## src/rtl/serial_word_collector.sv

```systemverilog
`default_nettype none
// ============================================================================
//  Module      : serial_word_collector
//  Description : Collects a frame of N serial bits (MSB first), optionally
//                followed by an even-parity bit, and presents the completed
//                word together with a one-cycle load strobe.
//                load drives the enable of a downstream register and word_out
//                drives its data input, so each word is captured exactly once.
//  Ports       : clock      - rising-edge clock
//                reset      - synchronous active-high reset
//                start      - begin a frame (only honoured in IDLE)
//                ser_in     - serial data bit, qualified by ser_valid
//                ser_valid  - ser_in carries a bit this cycle
//                word_out   - last completed word, stable between frames
//                load       - one-cycle strobe, word_out is new
//                busy       - high while a frame is in progress (SHIFT/PARITY/DONE)
//                parity_err - parity result of last frame (0 when PARITY_EN=0)
//  Revision    : 1.0  initial release
// ============================================================================
module serial_word_collector #(
  parameter int N         = 8,
  parameter int PARITY_EN = 0
) (
  input  logic         clock,
  input  logic         reset,
  input  logic         start,
  input  logic         ser_in,
  input  logic         ser_valid,
  output logic [N-1:0] word_out,
  output logic         load,
  output logic         busy,
  output logic         parity_err
);

  localparam int CNT_W = (N > 1) ? $clog2(N) : 1;
  localparam logic [CNT_W-1:0] c_LAST_CNT = CNT_W'(N - 1);

  typedef enum logic [1:0] {
    S_IDLE   = 2'd0,
    S_SHIFT  = 2'd1,
    S_PARITY = 2'd2,
    S_DONE   = 2'd3
  } state_t;

  state_t             r_state;
  state_t             w_next;
  logic [N-1:0]       r_sr;
  logic [CNT_W-1:0]   r_cnt;
  logic [N-1:0]       r_word;
  logic               r_load;
  logic               r_busy;
  logic               r_perr;
  logic               w_last_bit;

  // The N-th valid data bit of the frame is being accepted this cycle.
  assign w_last_bit = (r_state == S_SHIFT) && ser_valid && (r_cnt == c_LAST_CNT);

  // Next-state logic
  always_comb begin
    w_next = r_state;
    case (r_state)
      S_IDLE: begin
        if (start) w_next = S_SHIFT;
      end
      S_SHIFT: begin
        if (w_last_bit) w_next = (PARITY_EN != 0) ? S_PARITY : S_DONE;
      end
      S_PARITY: begin
        if (ser_valid) w_next = S_DONE;
      end
      S_DONE: begin
        w_next = S_IDLE;
      end
      default: w_next = S_IDLE;
    endcase
  end

  // State register
  always_ff @(posedge clock) begin
    if (reset) r_state <= S_IDLE;
    else       r_state <= w_next;
  end

  // Datapath and registered outputs
  always_ff @(posedge clock) begin
    if (reset) begin
      r_sr   <= '0;
      r_cnt  <= '0;
      r_word <= '0;
      r_load <= 1'b0;
      r_busy <= 1'b0;
      r_perr <= 1'b0;
    end else begin
      // load is a single-cycle pulse: it is only set on the edge entering DONE.
      r_load <= 1'b0;
      // busy follows the state being entered, so it is high exactly in
      // SHIFT/PARITY/DONE without an extra cycle of lag.
      r_busy <= (w_next != S_IDLE);
      case (r_state)
        S_IDLE: begin
          if (start) begin
            r_sr   <= '0;
            r_cnt  <= '0;
            r_perr <= 1'b0;
          end
        end
        S_SHIFT: begin
          if (ser_valid) begin
            r_sr <= {r_sr[N-2:0], ser_in};
            // Count saturates at N-1 so it never wraps within a frame.
            if (r_cnt != c_LAST_CNT) r_cnt <= r_cnt + CNT_W'(1);
            if (w_last_bit && (PARITY_EN == 0)) begin
              r_word <= {r_sr[N-2:0], ser_in};
              r_load <= 1'b1;
            end
          end
        end
        S_PARITY: begin
          if (ser_valid) begin
            r_word <= r_sr;
            // Even parity: total ones including the parity bit must be even.
            r_perr <= (^r_sr) ^ ser_in;
            r_load <= 1'b1;
          end
        end
        default: ;
      endcase
    end
  end

  assign word_out   = r_word;
  assign load       = r_load;
  assign busy       = r_busy;
  assign parity_err = r_perr;

endmodule
`default_nettype wire

```

## config.mk

```make
export PLATFORM = sky130hd
export DESIGN_NAME = serial_word_collector
export DESIGN_NICKNAME = d
export VERILOG_FILES = /design/src/rtl/serial_word_collector.sv
export SDC_FILE = /design/constraint.sdc
export NUM_CORES = 1
export LEC_CHECK = 0
export ABC_AREA = 1
export BUFFER_PORTS_ARGS = -buffer_cell sky130_fd_sc_hd__buf_2
export CORE_MARGIN = 4
export CORE_UTILIZATION = 50
export CTS_CLUSTER_DIAMETER = 40
export CTS_CLUSTER_SIZE = 25
export DETAILED_ROUTE_END_ITERATION = 8
export GPL_TIMING_DRIVEN = 0
export PLACE_DENSITY = 0.83
export SLEW_MARGIN = 20
export SYNTH_ARGS = -nofsm -noshare
export SYNTH_HDL_FRONTEND = slang
export SYNTH_SLANG_ARGS = --single-unit
```

## constraint.sdc

```tcl
create_clock -name clock -period 1.65 [get_ports clock]
set_input_delay 0.33 -clock clock [delete_from_list [all_inputs] [get_ports clock]]
set_output_delay 0.33 -clock clock [all_outputs]
set_load 0.005 [all_outputs]
```

==> flow_summary.ini <==
[timing]
max_freq_mhz = 645
holdWs_ns = 0.239
skew_ns = 0.00731
slew_viol_final = 0
period_needed_ns = 1.55
tightest_slew_ns = 0.400
finalHoldViolations = 0
finalSetupViolations = 0
max-slew-margin-rel = 0.733
fin_crit_sh = 0.939

[setup_path]
path_cells = inv_1, ha_2, clkinv_2, a21oi_1, o21ai_0, o31ai_1, inv_1, a21oi_1
crit_fanout = 10
crit_type = register to register
path_buf_inv = 3
start_kind = register
cp.required_ns = 1.89
critPathArrivalTime_ns = 1.79
max_stage_delay_ns = 0.39
cpMaxStageDelayCell = dfxtp_4
cp-end-kind = register
crit_family = compound AO/OA/AOI/OAI gates

[finish]
fillCellCount = 240
antennaDiodeCount = 0
area_growth_pct = 12.8
postLayoutCoreUtil = 0.588
layout.nets = 222
drive_gt1_frac = 0.173

[synthesis]
synthTopCellsByCount = nand2_1 (75), dfxtp_1 (24), inv_1 (20)
synth_xor_area_frac = 0
synth_top_cell_by_area = dfxtp_1
synth_area_leaders = dfxtp_1 (38%), nand2_1 (22%), ha_1 (6.8%)
syn_area_per_cell_um2 = 6.73
synthAdderAreaFrac = 0.0685
synth_top_area_frac = 0.376
yosys.area_share.simple = 0.275
yosysSeqAreaShare = 0.376
ys_async_sr_fraction = 0
synth_most_common_cell = nand2_1
synth_top_family_by_area = simple AND/OR/NAND/NOR gates
yosys_warnings = 0
syn_nets = 202
syn_inst = 190
synth_edf_count = 0
synth_ff_type = dfxtp_1
muxShareOfSynthArea = 0
synth.distinct_cells = 22
synth_compound_area_frac = 0.195
syn-cell-area_um2 = 1280
synth_seq_cells = 24

[placed_design]
gp_congestion = 0.824
hpwl_mm = 1.92
io_buffer_count = 15

[clock_tree]
clockRootBuffer = clkbuf_4
htreeDepth = 1
cts_max_path_buffers = 2
cts_hold_buf = 0
clk_latency_ns = 0.31
path_clk_slew_ns = 0.13
cts.sinks = 24
numCtsBuffers = 3
tritoncts = built

[floorplan]
die_area_um2 = 3430
fp.dieH_um = 58.6
fp.dieW_um = 58.6
rows = 18
initial_core_util = 0.521
pin_count = 16
core_um2 = 2450

[route]
drtAntennaViolNets = 0
drcViolationCount = 0
via_per_inst = 5.07
drtIter0Drc = 31
wire_per_inst_um = 11.0
drtPass1Iterations = 4
vias = 1207
finalWirelength_mm = 2.61

[global_route]
grt_pass1_vias = 1085
grt_max_degree = 13
grt_overflow = 0
track_usage = 0.163
antenna_found_initial = 0
grt_pass1_wl_mm = 4.53

[power_and_ir_drop]
p_leak_nw = 0.643
peakVddDrop_mv = 0.483
power_density_nw_per_um2 = 717

[flow_run]
drv_cap = 0

[worst_hold_path]
min-delay-path-class = input port to register

[outcome]
status = finished clean
[registers in the layout, summed over array words and instances, names as in the netlist]
name,cells
r_state,2
busy,1
r_sr,8
word_out,8
parity_err,1
load,1
r_cnt,3
[timing repair]
item,CTS,global route
setup buffers,0,0
endpoints found under the hold margin,0,0
setup endpoints to repair,16,21
gates resized for setup,2,11
[report_power, final]
group	switching, mW	leakage (nW)	total, mW	internal [mW]
Sequential	0.0156	0.196	0.619	0.603
Clock	0.166	0.0138	0.252	0.0852
Combinational	0.100	0.434	0.164	0.0635
[layer usage]
metal,vias to the layer above,track usage,routed length (um)
li1,644,-,-
met1,534,0.235,1310
met2,27,0.252,1160
met3,2,0.0197,113
met4,0,0.0550,23
met5,-,0,0
[worst register-to-register path: cells and delay by family, from the launching register on]
| family | cells | cell delay [ns] |
|---|---|---|
| AO/OA/AOI/OAI | 4 | 0.50 |
| flip-flops | 1 | 0.39 |
| adder cells (fa/ha/maj) | 1 | 0.24 |
| buffers and inverters | 3 | 0.38 |
[stage by stage]
step / area, um^2 / total power, mW / instances / worst slack, ns / TNS [ns]
6_report: 1440 / 1.03 / 238 / 0.101 / 0
4_1_cts: 1420 / 1.04 / 238 / -0.00598 / -0.00598
3_5_place_dp: 1390 / 0.786 / 235 / -0.0681 / -0.387
5_1_grt: 1440 / 1.08 / 238 / -0.0168 / -0.0168
3_3_place_gp: 1390 / 0.782 / 235 / -0.0542 / -0.262
2_1_floorplan: 1280 / 0.736 / 190 / 0.0923 / 0
[path summary, 6_finish.rpt]
| kind | start | end | cells past startpoint | slack, ns |
|---|---|---|---|---|
| hold / removal | reset | r_sr[1]$_SDFFE_PP0P_ | 2 | 0.24 |
| hold reg to reg | r_cnt[0]$_SDFFE_PP0P_ | r_cnt[0]$_SDFFE_PP0P_ | 1 | 0.46 |
| setup / recovery | r_state[0]$_SDFF_PP0_ | busy$_SDFF_PP0_ | 8 | 0.10 |
| setup reg to reg | r_state[0]$_SDFF_PP0_ | busy$_SDFF_PP0_ | 8 | 0.10 |
[cell usage in the layout (no fill, tap or decap)]
master,count
a21oi_1,15
nor2_1,9
o21ai_4,1
clkinv_2,1
dfxtp_1,22
ha_4,1
nand3_1,3
o31ai_1,2
buf_2,15
o21ai_2,1
ha_2,3
buf_6,1
or2_1,1
nand2_2,1
ha_1,3
or2_4,1
o211ai_2,1
dfxtp_4,1
buf_4,1
o21ai_0,11
clkbuf_4,3
o21ai_1,2
a31oi_1,9
inv_2,4
dfxtp_2,1
clkbuf_1,1
nand2_1,75
inv_1,19
[area by class of cell]
type | instances | area, um^2 | area share
multi-input combinational | 139 | 708 | 0.491
tap | 30 | 37.5 | 0.0260
timing repair buffer | 15 | 75.1 | 0.0520
clock buffer | 3 | 22.5 | 0.0156
buffer | 3 | 22.5 | 0.0156
inverter | 24 | 91.3 | 0.0633
sequential | 24 | 485 | 0.337
[cells by family (layout without fill, tap and decap cells)]
family                   Yosys count  in the layout
AO/OA/AOI/OAI                     42             42
adder cells (fa/ha/maj)            7              7
AND/OR/NAND/NOR                   90             90
buffers and inverters             27             45
flip-flops                        24             24
Note: power is estimated with default switching activity, not from simulation.
